**config.mk**
```make
export PLATFORM = sky130hd
export DESIGN_NAME = maxpool_stream_flat
export DESIGN_NICKNAME = d
export VERILOG_FILES = /design/src/rtl/maxpool_stream_if.sv /design/src/rtl/maxpool_stream.sv /design/src/flat_wrapper.sv
export SDC_FILE = /design/constraint.sdc
export NUM_CORES = 1
export LEC_CHECK = 0
export ABC_AREA = 1
export CELL_PAD_IN_SITES_DETAIL_PLACEMENT = 0
export CELL_PAD_IN_SITES_GLOBAL_PLACEMENT = 2
export CORE_MARGIN = 2
export CORE_UTILIZATION = 38
export DETAILED_ROUTE_END_ITERATION = 10
export GPL_TIMING_DRIVEN = 1
export PLACE_DENSITY = 0.82
export RECOVER_POWER = 25
export SLEW_MARGIN = 10
export SYNTH_ARGS = -nofsm -noshare
export SYNTH_HDL_FRONTEND = slang
export SYNTH_SLANG_ARGS = --single-unit
```
**constraint.sdc**
```tcl
create_clock -name clk -period 4.5 [get_ports clk]
set_clock_uncertainty 0.2 [all_clocks]
set_input_delay 0.9 -clock clk [delete_from_list [all_inputs] [get_ports clk]]
set_output_delay 0.9 -clock clk [all_outputs]
set_load 0.005 [all_outputs]
```
**src/rtl/maxpool_stream_if.sv**
```systemverilog
`timescale 1ns/1ps
// Pixel stream bundle for maxpool_stream: input beats in, pooled beats out.
// The master side feeds pixels and consumes results; the slave side is the pooler.
interface maxpool_stream_if #(
    parameter int BITWIDTH = 16,
    parameter int CHANNELS = 2
);
    logic [CHANNELS*BITWIDTH-1:0] in_data;
    logic                         in_valid;
    logic                         in_ready;
    logic [CHANNELS*BITWIDTH-1:0] out_data;
    logic                         out_valid;
    logic                         out_ready;
    logic                         out_last;

    modport master (
        output in_data, in_valid, out_ready,
        input  in_ready, out_data, out_valid, out_last
    );

    modport slave (
        input  in_data, in_valid, out_ready,
        output in_ready, out_data, out_valid, out_last
    );
endinterface

```
**src/rtl/maxpool_stream.sv**
```systemverilog
`timescale 1ns/1ps
// Streaming 2x2 / stride-2 max or floor-average pooler over raster-order pixels.
// Even rows fold column pairs into a half-width line buffer; odd rows close each window.
module maxpool_stream #(
    parameter int BITWIDTH  = 16,
    parameter int CHANNELS  = 2,
    parameter int IMG_W     = 28,
    parameter int IMG_H     = 28,
    parameter int POOL_MODE = 0
) (
    input  logic            clk,
    input  logic            rst,
    maxpool_stream_if.slave bus
);
    localparam int DW   = CHANNELS * BITWIDTH;
    localparam int LBW  = BITWIDTH + POOL_MODE;
    localparam int HALF = IMG_W / 2;
    localparam int CW   = $clog2(IMG_W);
    localparam int RW   = $clog2(IMG_H);
    localparam int AW   = (HALF > 1) ? $clog2(HALF) : 1;

    if ((IMG_W % 2) != 0 || (IMG_H % 2) != 0 || IMG_W < 2 || IMG_H < 2) begin : g_bad_size
        $error("maxpool_stream: IMG_W and IMG_H must be even and at least 2");
    end
    if (POOL_MODE != 0 && POOL_MODE != 1) begin : g_bad_mode
        $error("maxpool_stream: POOL_MODE must be 0 (max) or 1 (average)");
    end

    logic [CW-1:0]           col;
    logic [RW-1:0]           row;
    logic [DW-1:0]           hold;
    logic [CHANNELS*LBW-1:0] lbuf [HALF];
    logic [CHANNELS*LBW-1:0] lb_rd;
    logic [CHANNELS*LBW-1:0] pair;
    logic [DW-1:0]           pooled;
    logic [AW-1:0]           lb_idx;
    logic [DW-1:0]           out_data_q;
    logic                    out_valid_q;
    logic                    out_last_q;
    logic                    accept;
    logic                    col_end;
    logic                    row_end;

    // Accepting only when the output slot is free or draining keeps every beat lossless.
    assign bus.in_ready = !out_valid_q || bus.out_ready;
    assign accept       = bus.in_valid && bus.in_ready;
    assign col_end      = (col == CW'(IMG_W - 1));
    assign row_end      = (row == RW'(IMG_H - 1));
    assign lb_idx       = AW'(col >> 1);
    assign lb_rd        = lbuf[lb_idx];

    for (genvar c = 0; c < CHANNELS; c++) begin : g_ch
        logic signed [BITWIDTH-1:0] h;
        logic signed [BITWIDTH-1:0] x;
        logic signed [BITWIDTH-1:0] q;
        logic signed [LBW-1:0]      p;
        logic signed [LBW-1:0]      l;

        assign h = hold[c*BITWIDTH +: BITWIDTH];
        assign x = bus.in_data[c*BITWIDTH +: BITWIDTH];
        assign l = lb_rd[c*LBW +: LBW];

        if (POOL_MODE == 0) begin : g_max
            assign p = (h > x) ? h : x;
            assign q = (p > l) ? p : l;
        end else begin : g_avg
            logic signed [BITWIDTH+1:0] s4;
            assign p  = {h[BITWIDTH-1], h} + {x[BITWIDTH-1], x};
            assign s4 = {p[LBW-1], p} + {l[LBW-1], l};
            // Arithmetic shift floors toward -inf; the quotient of four samples always fits.
            assign q  = BITWIDTH'(s4 >>> 2);
        end

        assign pair[c*LBW +: LBW]           = p;
        assign pooled[c*BITWIDTH +: BITWIDTH] = q;
    end

    always_ff @(posedge clk) begin
        // NOTE: non-blocking assignments keep every register sampling pre-edge values.
        if (rst) begin
            col         <= '0;
            row         <= '0;
            out_valid_q <= 1'b0;
            out_last_q  <= 1'b0;
            out_data_q  <= '0;
        end else begin
            if (out_valid_q && bus.out_ready) begin
                out_valid_q <= 1'b0;
                out_last_q  <= 1'b0;
            end
            if (accept) begin
                col <= col_end ? '0 : col + CW'(1);
                if (col_end) begin
                    row <= row_end ? '0 : row + RW'(1);
                end
                // A window-closing load overrides the drain clear above.
                if (row[0] && col[0]) begin
                    out_data_q  <= pooled;
                    out_valid_q <= 1'b1;
                    out_last_q  <= row_end && col_end;
                end
            end
        end
    end

    always_ff @(posedge clk) begin
        // NOTE: hold and line buffer are always written before read, so they carry no reset.
        if (accept && !col[0]) begin
            hold <= bus.in_data;
        end
        if (accept && col[0] && !row[0]) begin
            lbuf[lb_idx] <= pair;
        end
    end

    assign bus.out_data  = out_data_q;
    assign bus.out_valid = out_valid_q;
    assign bus.out_last  = out_last_q;
endmodule
```
**src/flat_wrapper.sv**
```systemverilog
// flat-port wrapper written by rule: the top's interface ports become plain ports
module maxpool_stream_flat 
#(
    parameter int BITWIDTH  = 16,
    parameter int CHANNELS  = 2,
    parameter int IMG_W     = 28,
    parameter int IMG_H     = 28,
    parameter int POOL_MODE = 0
)
  (clk, rst, bus_in_data, bus_in_valid, bus_out_ready, bus_in_ready, bus_out_data, bus_out_valid, bus_out_last);
  maxpool_stream_if #(.BITWIDTH(BITWIDTH), .CHANNELS(CHANNELS)) bus_i ();
  input  logic clk;
  input  logic rst;
  input wire logic [$bits(bus_i.in_data)-1:0] bus_in_data;
  input wire logic [$bits(bus_i.in_valid)-1:0] bus_in_valid;
  input wire logic [$bits(bus_i.out_ready)-1:0] bus_out_ready;
  output wire logic [$bits(bus_i.in_ready)-1:0] bus_in_ready;
  output wire logic [$bits(bus_i.out_data)-1:0] bus_out_data;
  output wire logic [$bits(bus_i.out_valid)-1:0] bus_out_valid;
  output wire logic [$bits(bus_i.out_last)-1:0] bus_out_last;
  assign bus_i.in_data = bus_in_data;
  assign bus_i.in_valid = bus_in_valid;
  assign bus_i.out_ready = bus_out_ready;
  assign bus_in_ready = bus_i.in_ready;
  assign bus_out_data = bus_i.out_data;
  assign bus_out_valid = bus_i.out_valid;
  assign bus_out_last = bus_i.out_last;
  maxpool_stream #(.BITWIDTH(BITWIDTH), .CHANNELS(CHANNELS), .IMG_W(IMG_W), .IMG_H(IMG_H), .POOL_MODE(POOL_MODE)) u_core (.clk(clk), .rst(rst), .bus(bus_i));
endmodule
```
# Word-level counts from Yosys, hierarchy flattened
# Memories as Yosys holds them, arrays and structs flattened. A register that Yosys moved wholly into a read port is not among the register bits.
# Index checks and enable logic that the tools add are counted.
[classes] n_reduce_logical=13 eq_ne=2 order_cmp=4 muxes=16 add_sub_neg=2
[op_table] operator="> comparator 16 bit" n=4
[op_table] operator="two-way mux 16 bit" n=4
[op_table] operator="adder 5 x 1 -> 5 bit, second input constant" n=2
[op_table] operator="equality test 5 bit, second input constant" n=2
[op_table] operator="two-way mux 5 bit" n=2
[op_table] operator="two-way mux 1 bit" n=8
[op_table] operator="two-way mux 4 bit" n=2
[op_table] operator="logical AND 1 bit" n=7
[op_table] operator="AND reduction 2 bit" n=2
[op_table] operator="zero test 1 bit" n=3
[op_table] operator="logical OR 1 bit" n=1
[word_totals] ff_bits=76 ram_bits=448 out_inout_bits=35 n_memories=1 elab_cells=44 input_bits=36
[mem_list] memory="u_core.lbuf" words=14 width=32 rd=1 rd_ports_with_merged_regs=1 write_ports=1 line_no="maxpool_stream.sv:32" text="logic [CHANNELS*LBW-1:0] lbuf [HALF];"

# Longest topological paths before layout
# Gate-level depths: netlist of run 1.
[depth] ltp_word=7 depth_mapped=34

# Worst setup path after synthesis of run 1
# OpenSTA, ideal clock, no wires.
[synth_path] path_kind="input port to flip-flop" startpoint="input port bus_out_ready" endpoint="memory u_core.lbuf[8][0] in the netlist's numbering, enable pin" setup_slack_ns=-0.053 arrival_time_ns=3.892 setup_ns=0.461 required_time_ns=3.839 path_stages=8 path_cell_list="inv_1 > nand2_1 > nand2_1 > nor2_1 > inv_1 > nor2_1 > nand3_1 > nor3_1"
[synth_between] elab_chain_len=6
[synth_rtl] element="start, declared" line_no="flat_wrapper.sv:16" text="input wire logic [$bits(bus_i.out_ready)-1:0] bus_out_ready;"
[synth_rtl] element="logical OR 1 bit" line_no="maxpool_stream.sv:45" text="assign bus.in_ready = !out_valid_q || bus.out_ready;"
[synth_rtl] element="named net bus_in_ready" line_no="flat_wrapper.sv:17" text="output wire logic [$bits(bus_i.in_ready)-1:0] bus_in_ready;"
[synth_rtl] element="logical AND 1 bit" line_no="maxpool_stream.sv:46" text="assign accept = bus.in_valid && bus.in_ready;"
[synth_rtl] element="logical AND 1 bit (2 in a row)" line_no="maxpool_stream.sv:111" text="if (accept && col[0] && !row[0]) begin"
[synth_rtl] element="two-way mux 1 bit" line_no="maxpool_stream.sv:111"
[synth_rtl] element="two-way mux 1 bit (implied by the code)" line_no="maxpool_stream.sv:112" text="lbuf[lb_idx] <= pair;"
[synth_rtl] element="end, declared" line_no="maxpool_stream.sv:32"
# The timed path passes the listed nets, and every way through them passes these cells.

# Final worst setup path of run 1
[layout_path] startpoint="input port bus_in_data[29]" endpoint="register u_core.out_data_q[30], in the netlist u_core.bus.out_data[30]"
[layout_between] elab_chain_len=4
[layout_rtl] element="start, declared" line_no="flat_wrapper.sv:14" text="input wire logic [$bits(bus_i.in_data)-1:0] bus_in_data;"
[layout_rtl] element="> comparator 16 bit" line_no="maxpool_stream.sv:64" text="assign p = (h > x) ? h : x;"
[layout_rtl] element="two-way mux 16 bit" line_no="maxpool_stream.sv:64"
[layout_rtl] element="named net u_core.g_ch[1].p[11]" line_no="maxpool_stream.sv:56" text="logic signed [LBW-1:0] p;"
[layout_rtl] element="> comparator 16 bit" line_no="maxpool_stream.sv:65" text="assign q = (p > l) ? p : l;"
[layout_rtl] element="two-way mux 16 bit" line_no="maxpool_stream.sv:65"
[layout_rtl] element="end signal, assigned" line_no="maxpool_stream.sv:98" text="out_data_q <= pooled;"
[layout_rtl] element="end, declared" line_no="maxpool_stream.sv:37" text="logic [DW-1:0] out_data_q;"
# The timed path passes the listed nets, and every way through them passes these cells.
# A chain may end at the register's enable or synchronous reset.

==> impl_results.md, run 1 <==
* Die X at 251 um
* # IOs at 71
* CP max stage delay at 0.57 ns
* Critical path startpoint category: primary input
* Worst vdd ir at 0.000325 V
* Finished Layout Cells at 3,066
* Placement Setup Slack at -0.233 ns
* Final Wtd Congestion at 0.801
* Total iterations of the first detailed-routing run at 5
* IO Port Bufs at 70
* Reg clk slew, reported paths at 0.06 ns
* Critical path fanouts, max at 16
* Clk Latency, worst-skew pair at 0.60 ns
* Sink Count at 528
* Filler Cells Inserted at 5,489
* Ant. Diodes at 0
* Crit end category: flip-flop
* Die Ht at 251 um
* Vias at 16.0k
* Worst slew pin tran at 1.62 ns
* DRC at 0
* Number of hold buffers added after cts at 0
* Required time at the worst-slack endpoint at 4.76 ns
* Syn Inst Count at 2,093
* Area Overhead vs Synth at 17.9%
* Clock Tree Root: clkbuf_16
* DRT Wirelength at 59.4 mm
* Hold_ws at 0.268 ns
* Crit-path cells: dlygate4sd3_1 -> inv_1 -> ha_1 -> a21oi_1 -> o21ai_0 -> a21oi_1 -> nand2_1 -> nand2_2 -> nand3_2 -> buf_12 -> nand2_1 -> nand2_1 -> ha_1 -> nand4_1 -> nor3_1 -> nand2_1 -> nand3_1 -> nand3_2 -> inv_1 -> buf_12 -> nand3_1 -> nand2_1 -> a21oi_1
* Crit-path slowest cell: dlygate4sd3_1
* Reg-to-Reg End: u_core.bus.out_data[30]
* Status: finished, violations left
* Top cells by count, synth: 480 x edfxtp_1, 343 x nand2_1, 274 x nor2_1
* Pwr dens at 412 nW/um^2
* Final setup vio count at 0
* Number of cell rows at 90
* LEAKAGE at 10.2 nW
* Nets at 2,349
* Initial core utilization at 38.4%
* Drt initial violations at 1,165
* Vias in the first global route at 15.3k
* EDFF count, synth at 480
* R2R setup slack at 0.79 ns
* Share of layout cells above drive strength 1 at 11.9%
* RSZ-0062 raised after global routing: no
* Synth warn at 0
* Antenna-violating nets left at 0
* Htree depth at 2
* Violated checks: max-capacitance violations, max-slew violations
* TritonCTS Buffers at 52
* Ranking of synthesized cells by area: edfxtp_1 62%, nand2_1 5.6%, o21ai_0 4.7%
* Sequential share of the synthesized area at 66.5%
* Synth Area per Inst at 11.0 um^2
* CTS Buffer Depth at 3
* Total Routing Usage GR at 18.8%
* Grt ovf at 0
* Pin count of the biggest net entering global routing at 123
* Capture point of the worst path: u_core.bus.out_data[30]
* Most common cell in the netlist: edfxtp_1
* Post-Syn Nets at 2,195
* Hold Crit Class: reg2reg
* WL/cell at 19.4 um
* Vias/cell at 5.21
* Post-Synthesis Cell Area at 23,100 um^2
* Critical Path Source: bus_in_data[29]
* Dpl hpwl at 34.1 mm
* Yosys top cell by area: edfxtp_1
* Critical path class: in2reg
* Synth cell types at 31
* CTS tree: yes
* Max_cap viols at 1
* Fin. Hold Viols at 0
* Cell mode on critical path: nand2_1
* Crit path DAT at 4.41 ns
* Final Worst Setup Slack at 0.349 ns
* Initial antenna violation count at 0
* Reg2reg path depth at 20
* Flops & latches, synth at 528
* Die footprint at 62,800 um^2
* Post-synth top area share at 62.4%
* Core area at 60,200 um^2
* Placed cell count at 2,975
* Maximum clock frequency at 241 MHz
* Ys flop type: edfxtp_1
* Post-route minimum period at 4.15 ns
* First-pass GRT wire length at 90.3 mm
* Max-slew violation count at 34
* Slew Limit Headroom at -7.83%
* Synth async-reset ratio at 0%
* Crit share post-route at 92.2%
* Post-CTS setup buffer count at 0
[where the power goes]
part | internal, mW | switching (mW) | leakage [nW]
logic | 0.517 | 0.909 | 4.65
clock network | 2.44 | 1.80 | 0.787
registers | 5.56 | 0.0225 | 4.74
total | 8.52 | 2.73 | 10.2
[cells in the final DEF (no fill, tap or decap), types with 37 or more instances in the layout]
cell | synthesis | layout
o211ai_1 | 64 | 64
inv_1 | 122 | 122
ha_1 | 66 | 66
nor2_1 | 274 | 266
clkbuf_16 | 0 | 53
o21ai_0 | 217 | 217
a21oi_1 | 133 | 132
dlygate4sd3_1 | 0 | 64
nand3_1 | 78 | 78
nand2_1 | 343 | 343
buf_4 | 14 | 113
nand4_1 | 37 | 37
edfxtp_1 | 480 | 480
dfxtp_1 | 48 | 46
[logic make-up (layout without fill, tap and decap cells)]
logic type	count (synthesis)	after routing	share of synthesized area [%]
buf+inv	269	460	5.15
xor+xnor	2	2	0.0758
simple gates	756	756	13.5
fa+ha+maj	66	66	3.57
compound gates	472	472	11.2
flops	528	528	66.5
[flip-flops by register name, summed over array words and instances (netlist names), named ones only]
register              flops
u_core.bus.out_data      32
u_core.bus.out_last       1
u_core.bus.out_valid      1
u_core.col                5
u_core.hold              32
u_core.lbuf             448
u_core.row                5
[stage by stage]
| stage | cell area [um^2] | total power [mW] | utilization, % | TNS [ns] |
|---|---|---|---|---|
| 4_1_cts | 27400 | 11.4 | 45.4 | 0 |
| 6_report | 27300 | 11.2 | 45.3 | 0 |
| 5_1_grt | 27300 | 11.7 | 45.3 | 0 |
| 3_5_place_dp | 25700 | 7.13 | 42.7 | -5.71 |
| 2_1_floorplan | 23100 | 6.52 | - | 0 |
| 3_3_place_gp | 25700 | 7.09 | 42.7 | -3.01 |
[metal layers]
layer  vias up  GRT usage [%]  wire length, um
met2       473           31.2            27900
met4         0           4.76             1200
met1      7712           26.0            26800
li1       7695              -                -
met3        83           2.75             3570
met5         -              0                0
[worst max-delay path: cells and delay by family]
family                     cells  cell delay (ns)
AOI/OAI and AO/OA              4             0.52
buffers and inverters          5             1.05
and+or+nand+nor               12             1.30
adders and majority gates      2             0.65
[final cells by class]
type / count / area (um^2) / area share [%]
multi-input combinational: 1296 / 6630 / 24.3
timing repair buffer: 214 / 2060 / 7.57
tap: 782 / 978 / 3.59
inverter: 155 / 587 / 2.15
sequential: 528 / 15400 / 56.4
clock inverter: 22 / 230 / 0.845
clock buffer: 69 / 1390 / 5.09
[worst min path at each step]
stage / endpoint / cells after the start / slack [ns] / from
6_report: u_core.bus.out_data[14] / 2 / 0.27 / u_core.bus.out_data[14]
5_1_grt: u_core.bus.out_data[12] / 2 / 0.28 / u_core.bus.out_data[12]
4_1_cts: u_core.bus.out_data[12] / 2 / 0.27 / u_core.bus.out_data[12]
3_5_place_dp: u_core.bus.out_data[12] / 2 / 0.26 / u_core.bus.out_data[12]
3_3_place_gp: u_core.bus.out_data[15] / 2 / 0.26 / u_core.bus.out_data[15]
2_1_floorplan: u_core.bus.out_data[0] / 2 / 0.26 / u_core.bus.out_data[0]
[timing repair]
item / in CTS / in global routing
hold endpoints to repair: 0 / 0
setup endpoints to repair: 0 / 1
resized for setup: 0 / 1
Power figures use the tool's default switching activity.
==> run 2: changes to the inputs <==
--- a/config.mk
+++ b/config.mk
@@ -6,8 +6,10 @@
 export NUM_CORES = 1
 export LEC_CHECK = 0
 export ABC_AREA = 1
+export CAP_MARGIN = 20
 export CELL_PAD_IN_SITES_DETAIL_PLACEMENT = 0
 export CELL_PAD_IN_SITES_GLOBAL_PLACEMENT = 2
+export CORE_ASPECT_RATIO = 1.25
 export CORE_MARGIN = 2
 export CORE_UTILIZATION = 38
 export DETAILED_ROUTE_END_ITERATION = 10
==> run 2 against run 1 <==
Net effect:
- the run still ends with max-capacitance violations, max-slew violations left
- register-to-register slack worse by 0.05 ns
- worst hold slack worse by 0.0067 ns
- die area is essentially flat
- global-route usage about the same
- combinational power is 3% lower
- clock power is 2% lower
- highest routed layer unchanged
- sequential power is essentially flat
- final cell count hardly changed
- worst setup slack got worse by 0.053 ns
- critical path type unchanged
- utilization decreased by 0.16 points
- count of clock-buffer cells in the layout is 3 lower
- sequential share of layout area is 0.052 points higher
==> impl_results.md, run 2 (same netlist as run 1, synthesis figures left out) <==
* Status: finished, violations left
* Violated checks: max-capacitance violations, max-slew violations
* Dpl hpwl at 34.9 mm
* Critical path class: in2reg
* Htree depth at 2
* CTS tree: yes
* Pwr dens at 408 nW/um^2
* RSZ-0062 raised after global routing: no
* Required time at the worst-slack endpoint at 4.73 ns
* Sink Count at 528
* Worst slew pin tran at 1.66 ns
* TritonCTS Buffers at 50
* PnR Total Power at 11.1 mW
* Crit end category: flip-flop
* Initial antenna violation count at 0
* Critical path startpoint category: primary input
* Nets at 2,355
* Max-slew violation count at 34
* Crit path DAT at 4.44 ns
* Total iterations of the first detailed-routing run at 5
* Ant. Diodes at 0
* Final Worst Setup Slack at 0.296 ns
* Reg clk slew, reported paths at 0.06 ns
* Clk Latency, worst-skew pair at 0.57 ns
* Post-route minimum period at 4.20 ns
* Die X at 225 um
* First-pass GRT wire length at 90.5 mm
* Hold Crit Class: reg2reg
* Grt ovf at 0
* Number of cell rows at 101
* DRT Wirelength at 58.8 mm
* WL/cell at 19.2 um
* Post-CTS setup buffer count at 0
* Total Routing Usage GR at 18.8%
* Antenna-violating nets left at 0
* Core area at 60,400 um^2
* Fin. Hold Viols at 0
* Hold_ws at 0.261 ns
* Most frequent cells in the layout: 480 x edfxtp_1, 343 x nand2_1, 265 x nor2_1
* Final Wtd Congestion at 0.784
* Most common cell after layout, fill and taps aside: edfxtp_1
* Final setup vio count at 0
* Share of layout cells above drive strength 1 at 12.2%
* Number of hold buffers added after cts at 0
* Slew Limit Headroom at -11.0%
* Vias at 15.8k
* Maximum clock frequency at 238 MHz
* Crit share post-route at 93.4%
* Fin area at 27,200 um^2
* Vias/cell at 5.16
* Critical path fanouts, max at 16
* Initial core utilization at 38.3%
* # IOs at 71
* Worst vdd ir at 0.000280 V
* Filler Cells Inserted at 5,551
* DRC at 0
* Area Overhead vs Synth at 17.8%
* Clock Tree Root: clkbuf_16
* Vias in the first global route at 15.9k
* IO Port Bufs at 70
* Placement Setup Slack at -0.241 ns
* Die Ht at 280 um
* Max FFs per register at 448
* FF/Latch Area at 15,400 um^2
* PostCTS Resize Cnt at 0
* CTS Buffer Depth at 3
* Fin util at 45.1%
* Multi-input logic area at 6650 um^2
* Max_cap viols at 1
* Drt initial violations at 1,251
* LEAKAGE at 10.1 nW
* Die footprint at 62,800 um^2
* Top reg by flops: u_core.lbuf
* Pin count of the biggest net entering global routing at 124
* DP Area at 25,700 um^2
[run 2: cell count changes in the layout (fill, tap and decap cells not counted), sizes merged]
cell / delta
dlygate4sd3: -6
clkdlybuf4s50: +6
buf: +3
clkbuf: +2
bufinv: -1
clkinvlp: +4
[run 2: cell type report]
class / instances / share of cell area [%]
inverters: 155 / 2.15
multi-input cells: 1296 / 24.4
clock inverters: 25 / 0.882
repair buffers: 222 / 7.57
well taps: 772 / 3.55
flip-flops and latches: 528 / 56.5
clock buffers: 66 / 4.97
[run 2: critical path, cell delays in order]
cell	delay (ns)
dlygate4sd3_1	0.55
inv_1	0.05
ha_1	0.32
a21oi_1	0.14
o21ai_0	0.09
a21oi_1	0.12
buf_4	0.14
nand2_1	0.06
nand2_2	0.08
nand3_2	0.10
buf_12	0.15
nand2_1	0.07
nand2_1	0.08
ha_1	0.30
nand2_1	0.10
nor4_2	0.35
nand2_1	0.11
nand3_1	0.10
nand3_2	0.10
inv_2	0.24
nand3_1	0.12
nand2_1	0.09
a21oi_1	0.06
[run 2: power by group]
group	internal (mW)	leakage, nW	switching [mW]
registers	5.56	4.74	0.0228
clock network	2.35	0.772	1.78
logic	0.491	4.63	0.901
[run 2: per-stage QoR]
step                      TNS, ns  cells
after floorplan                 0   2093
after global placement      -4.78   2973
after detailed placement    -6.31   2973
after CTS                       0   3064
after global routing            0   3064
final                           0   3064
[run 2: final timing paths]
path | start | endpoint | slack, ns | cells past startpoint
max reg2reg | flip-flop | u_core.bus.out_data[30] | 0.74 | 21
max | bus_in_data[15] | u_core.bus.out_data[3] | 0.30 | 23
min reg2reg | u_core.bus.out_data[18] | u_core.bus.out_data[18] | 0.26 | 2
min | u_core.bus.out_data[18] | u_core.bus.out_data[18] | 0.26 | 2
[run 2: layer usage]
layer  vias up  global-route usage, %  wire [um]
met1      7673                   23.8      25200
met4         0                   5.13       1220
met2       369                   33.8      29700
met3        74                   2.31       2640
li1       7694                      -          -
met5         -                      0          0
==> run 3: changes to the inputs <==
--- a/config.mk
+++ b/config.mk
@@ -9,13 +9,13 @@
 export CAP_MARGIN = 20
 export CELL_PAD_IN_SITES_DETAIL_PLACEMENT = 0
 export CELL_PAD_IN_SITES_GLOBAL_PLACEMENT = 2
-export CORE_ASPECT_RATIO = 1.25
 export CORE_MARGIN = 2
 export CORE_UTILIZATION = 38
 export DETAILED_ROUTE_END_ITERATION = 10
 export GPL_TIMING_DRIVEN = 1
 export PLACE_DENSITY = 0.82
-export RECOVER_POWER = 25
+export RECOVER_POWER = 100
+export REMOVE_ABC_BUFFERS = 1
 export SLEW_MARGIN = 10
 export SYNTH_ARGS = -nofsm -noshare
 export SYNTH_HDL_FRONTEND = slang
==> run 3 against run 2 <==
Net effect:
- the flow still finishes with violations (max-capacitance violations, max-slew violations)
- combinational power decreased by 3%
- count of clock-buffer cells in the layout rose by 2
- first-iteration DRC count decreased by 12%
- sequential power barely moved
- worst hold slack better by 0.0025 ns
- global-route usage is 0.18 points lower
- total power is 5.0% higher
- critical path depth shrank 13
- maximum frequency down 1.1%
- utilization grew 0.17 points
- largest power group unchanged
==> impl_results.md, run 3 (same netlist as run 1, synthesis figures left out) <==
* Number of hold buffers added after cts at 0
* Ant. Diodes at 0
* RSZ-0062 raised after global routing: no
* Grt ovf at 0
* Antenna-violating nets left at 0
* Clock power share at 40.5%
* PnR Total Power at 11.7 mW
* LEAKAGE at 10.2 nW
* # IOs at 71
* Setup total negative slack at 0 ns
* Initial antenna violation count at 0
* Reg clk slew, reported paths at 0.06 ns
* Die footprint at 62,800 um^2
* CTS Buffer Depth at 3
* Core area at 60,200 um^2
* First-pass GRT wire length at 90.3 mm
* Top delay family on crit path: simple AND/OR/NAND/NOR gates
* Critical path class: in2reg
* DRC at 0
* Hold Path Depth at 2
* Switching Share at 24.0%
* Crit end category: flip-flop
* Worst vdd ir at 0.000314 V
* Critical path fanouts, max at 26
* Switching Power at 2.80 mW
* Sink Count at 528
* Number of cell rows at 90
* Dpl hpwl at 33.4 mm
* Required time at the worst-slack endpoint at 4.52 ns
* Clk Latency, worst-skew pair at 0.61 ns
* Vias/cell at 5.13
* Clock Tree Root: clkbuf_16
* Crit share post-route at 94.4%
* Most common cell after layout, fill and taps aside: edfxtp_1
* Post-route minimum period at 4.25 ns
* Slew Limit Headroom at -21.3%
* DRT Wirelength at 58.3 mm
* Top reg by flops: u_core.lbuf
* Flop pwr share at 47.9%
* Max-slew violation count at 18
* Vias in the first global route at 15.6k
* Pwr dens at 428 nW/um^2
* Final Wtd Congestion at 0.767
* Status: finished, violations left
* Die X at 251 um
* Critical path startpoint category: primary input
* PostCTS Resize Cnt at 0
* IO Port Bufs at 70
* Cell mode on critical path: nor2_1
* Pin count of the biggest net entering global routing at 97
* Crit path DAT at 4.27 ns
* Total Routing Usage GR at 18.6%
* Die Ht at 251 um
* WL/cell at 18.8 um
* Crit-path cells: dlygate4sd3_1 -> inv_1 -> nand2_1 -> nand2_1 -> nor2_1 -> inv_1 -> nor2_1 -> nand3_1 -> nor2_1 -> clkbuf_2
* Final setup vio count at 0
* Max_cap viols at 1
* Vias at 15.9k
* Levels on crit path at 10
* Maximum clock frequency at 235 MHz
* Worst slew pin tran at 1.81 ns
* Share of layout cells above drive strength 1 at 11.0%
* Combinational share of power at 11.5%
* Worst Path Buf+Inv at 4
* Nets at 2,367
* Hold Crit Class: reg2reg
* Total iterations of the first detailed-routing run at 5
* Post-CTS setup buffer count at 0
* CP max stage delay at 0.97 ns
* Hold_ws at 0.264 ns
* Internal Power at 8.87 mW
* Reg2reg path depth at 22
* Finished Layout Cells at 3,094
* Most frequent cells in the layout: 480 x edfxtp_1, 344 x nand2_1, 270 x nor2_1
* Initial core utilization at 38.4%
* Max FFs per register at 448
* Crit-path slowest cell: clkbuf_2
* Placed cell count at 2,989
* Fin util at 45.3%
* Violated checks: max-capacitance violations, max-slew violations
* Fin. Hold Viols at 0
* Drt initial violations at 1,103
* Area Overhead vs Synth at 18.0%
* TritonCTS Buffers at 56
* CTS tree: yes
* Htree depth at 2
## run 3: cell types whose count changed in the layout (fill, tap and decap cells not counted), moves of 4 or more
| cell | before | now |
|---|---|---|
| nor2_4 | 8 | 4 |
| buf_12 | 21 | 12 |
| clkinv_1 | 5 | 14 |
| nor3_1 | 6 | 11 |
| buf_4 | 119 | 95 |
| nor2_1 | 265 | 270 |
| dlygate4sd3_1 | 58 | 62 |
| clkbuf_2 | 1 | 14 |
| clkbuf_16 | 51 | 57 |
| bufinv_16 | 4 | 9 |
| clkdlybuf4s50_1 | 12 | 7 |
| clkbuf_1 | 24 | 47 |
## run 3: worst paths after layout
check                              start                       to  slack (ns)
hold / removal    u_core.bus.out_data[8]   u_core.bus.out_data[8]        0.26
hold reg to reg   u_core.bus.out_data[8]   u_core.bus.out_data[8]        0.26
setup / recovery           bus_out_ready        u_core.lbuf[0][4]        0.25
setup reg to reg         u_core.hold[23]  u_core.bus.out_data[24]        0.74
## run 3: power groups by stage
| stage | logic (mW) | clock network, mW | registers [mW] |
|---|---|---|---|
| floorplan | 0.747 | 0 | 5.71 |
| global placement | 1.39 | 0 | 5.69 |
| detailed placement | 1.42 | 0 | 5.69 |
| CTS | 1.43 | 4.83 | 5.58 |
| global route | 1.53 | 5.03 | 5.59 |
| finish | 1.35 | 4.73 | 5.59 |
## run 3: per-layer routing
layer | track usage (%) | up-vias | part of all wire, %
li1 | - | 7743 | -
met1 | 25.5 | 7741 | 46
met2 | 31.1 | 313 | 48
met3 | 2.22 | 80 | 4.3
met4 | 5.46 | 0 | 1.8
met5 | 0 | - | 0
## run 3: area by class of cell
type	count	area, um^2
Inverter	155	587
Clock buffer	68	1470
Multi-Input combinational cell	1296	6570
Fill cell	5483	33000
Sequential cell	528	15400
Clock inverter	37	415
Tap cell	782	978
Timing Repair Buffer	228	1870
## run 3: through the flow
stage          area, um^2  setup slack, ns
2_1_floorplan       22500            -3.93
3_3_place_gp        25800           -0.267
3_5_place_dp        25800           -0.262
4_1_cts             27700            0.348
5_1_grt             27300          0.00761
6_report            27300            0.251
## run 3: worst reg2reg max path, cell delays in order (launching register included)
cell and delay [ns]:
edfxtp_1 0.40, ha_1 0.32, a21o_1 0.16, nor2_1 0.20, nand2_1 0.11, nand2_1 0.11
nand2_1 0.07, nand2_2 0.08, nand3_2 0.09, buf_12 0.16, nand2_1 0.08, nand2_1 0.11
ha_1 0.32, a21oi_1 0.16, o21ai_0 0.12, a21oi_1 0.24, nand2_1 0.09, nand2_1 0.08
nand3_2 0.08, buf_4 0.18, a21oi_1 0.14, nand2_1 0.07, a21oi_1 0.12
==> edit, RTL diff (flow settings as in run 3) <==
`IMG_W` is set to 28 in 2 places; all go to 42.
--- a/src/rtl/maxpool_stream.sv
+++ b/src/rtl/maxpool_stream.sv
@@ -6,3 +6,3 @@
     parameter int CHANNELS  = 2,
-    parameter int IMG_W     = 28,
+    parameter int IMG_W     = 42,
     parameter int IMG_H     = 28,
--- a/src/flat_wrapper.sv
+++ b/src/flat_wrapper.sv
@@ -5,3 +5,3 @@
     parameter int CHANNELS  = 2,
-    parameter int IMG_W     = 28,
+    parameter int IMG_W     = 42,
     parameter int IMG_H     = 28,
Behaviour: no difference found for any inputs over 4 cycles, from zero or initial values and one cycle with rst high; that may be too few to reach the edited logic, so the function may still have changed.
==> edit against run 3 <==
The run still ends with max-capacitance violations, max-slew violations left; register-to-register slack got worse by 310 ps; final area rose by 36%; routed wire length rose by 51%; worst hold slack barely moved; maximum frequency rose by 1.2%; synthesized area rose by 39%; total power rose by 35%; sequential cell count rose by 226; setup slack improved by 51 ps; critical path depth rose by 14.
==> edit: results (changes against run 3) <==
number of global-route vias before repair: 21672 (was 15598)
routed length on met2: 41600 µm (was 27900 µm)
M2 GR Usage: 33.3% (was 31.1%)
Layout non-clock buf frac: 5.26% (was 6.84%)
crit path DAT: 4480 ps (was 4270 ps)
H-tree levels: 3 (was 2)
Seq. cell area: 22200 µm² (was 15400 µm²)
Place WS: -419 ps (was -262 ps)
clkbuf count: 105 (was 68)
power share of the clock group: 39.7% (was 40.5%)
largest net degree at the start of global routing: 122 (was 97)
Num CTS Buffers: 80 (was 56)
Worst Hold End: u_core.bus.out_data[26] (was u_core.bus.out_data[8])
Placed Area: 35300 µm² (was 25800 µm²)
Clock-cell share: 6.63% (was 6.91%)
All-Layer GR Usage: 20.2% (was 18.6%)
fin. max-slew vios: 66 (was 18)
worst-margin pin slew: 1600 ps (was 1810 ps)
Syn Area/Cell: 11.3 µm² (was 11.0 µm²)
routed wire length: 88300 µm (was 58300 µm)
Overall Power: 0.0157 W (was 0.0117 W)
r2r endpoint: u_core.bus.out_data[21] (was u_core.bus.out_data[24])
power share of the sequential group: 50.8% (was 47.9%)
largest stage delay on the critical path: 550 ps (was 970 ps)
max cap viols: 3 (was 1)
worst skew pair latency: 630 ps (was 610 ps)
setup slack, reg-to-reg: 430 ps (was 740 ps)
GR Layer Usage met1: 28.0% (was 25.5%)
wl on met1: 39200 µm (was 26900 µm)
Switching Share: 23.7% (was 24.0%)
synth top area cells: edfxtp_1 (66%), nor2_1 (6.6%), nand2_1 (4.2%) (was edfxtp_1 (62%), nand2_1 (5.6%), o21ai_0 (4.7%))
initial antenna violation count: 3 (was 0)
fin nets: 3114 (was 2367)
R2R cell count: 17 (was 22)
routability cong.: 0.788 (was 0.767)
drt initial violations: 2064 (was 1103)
inverters: 108 (was 155)
critical path's slowest cell: dlygate4sd3_1 (was clkbuf_2)
Non-Filler Instances: 4210 (was 3094)
Final min period: 4200 ps (was 4250 ps)
number of cells after detailed placement: 4063 (was 2989)
synth cell count leaders: edfxtp_1 (704), nor2_1 (567), nand2_1 (362), nand3_1 (232), o21ai_0 (198) (was edfxtp_1 (480), nand2_1 (343), nor2_1 (274), o21ai_0 (217), a21oi_1 (133))
Crit. Startpoint: bus_in_data[15] (was bus_out_ready)
hold_ws: 264 ps (about the same)
Max VDD drop: 0.228 mV (was 0.314 mV)
hold path start: u_core.bus.out_data[26] (was u_core.bus.out_data[8])
multi-input logic area: 8780 µm² (was 6570 µm²)
failing checks: max-capacitance violations, max-slew violations (unchanged)
CP Max Fanout: 9 (was 26)
bufs w/o clock: 243 (was 228)
Core Region: 83700 µm² (was 60200 µm²)
# fillers: 7714 (was 5483)
outcome: finished with violations (unchanged)
met3 WL post-DR: 5270 µm (was 2480 µm)
DP HPWL: 47500 µm (was 33400 µm)
comb_multi_in: 1824 (was 1296)
==> edit: cell count changes in the layout (fill, tap and decap cells not counted), moves of 20 or more <==
cell | run 3 | this run
edfxtp_1 | 480 | 704
nor2_1 | 270 | 555
inv_2 | 31 | 1
o211ai_1 | 64 | 12
clkbuf_16 | 57 | 83
nand3_1 | 79 | 232
inv_1 | 123 | 103
o21ai_1 | 17 | 125
==> edit: logic make-up after synthesis <==
| group | after synthesis | share of synthesized area [%] |
|---|---|---|
| XOR/XNOR | 2 | 0.0545 |
| flip-flops | 754 | 68.8 |
| AO/OA/AOI/OAI | 525 | 8.56 |
| AND/OR/NAND/NOR | 1230 | 15.8 |
| adder cells (fa/ha/maj) | 67 | 2.61 |
| buffers and inverters | 271 | 4.18 |
==> edit: timing repair <==
| action | 4_1_cts | 5_1_grt |
|---|---|---|
| hold buffers | 0 | 0 |
| setup endpoints to repair | 0 | 29 |
| resized for setup | 0 | 9 |
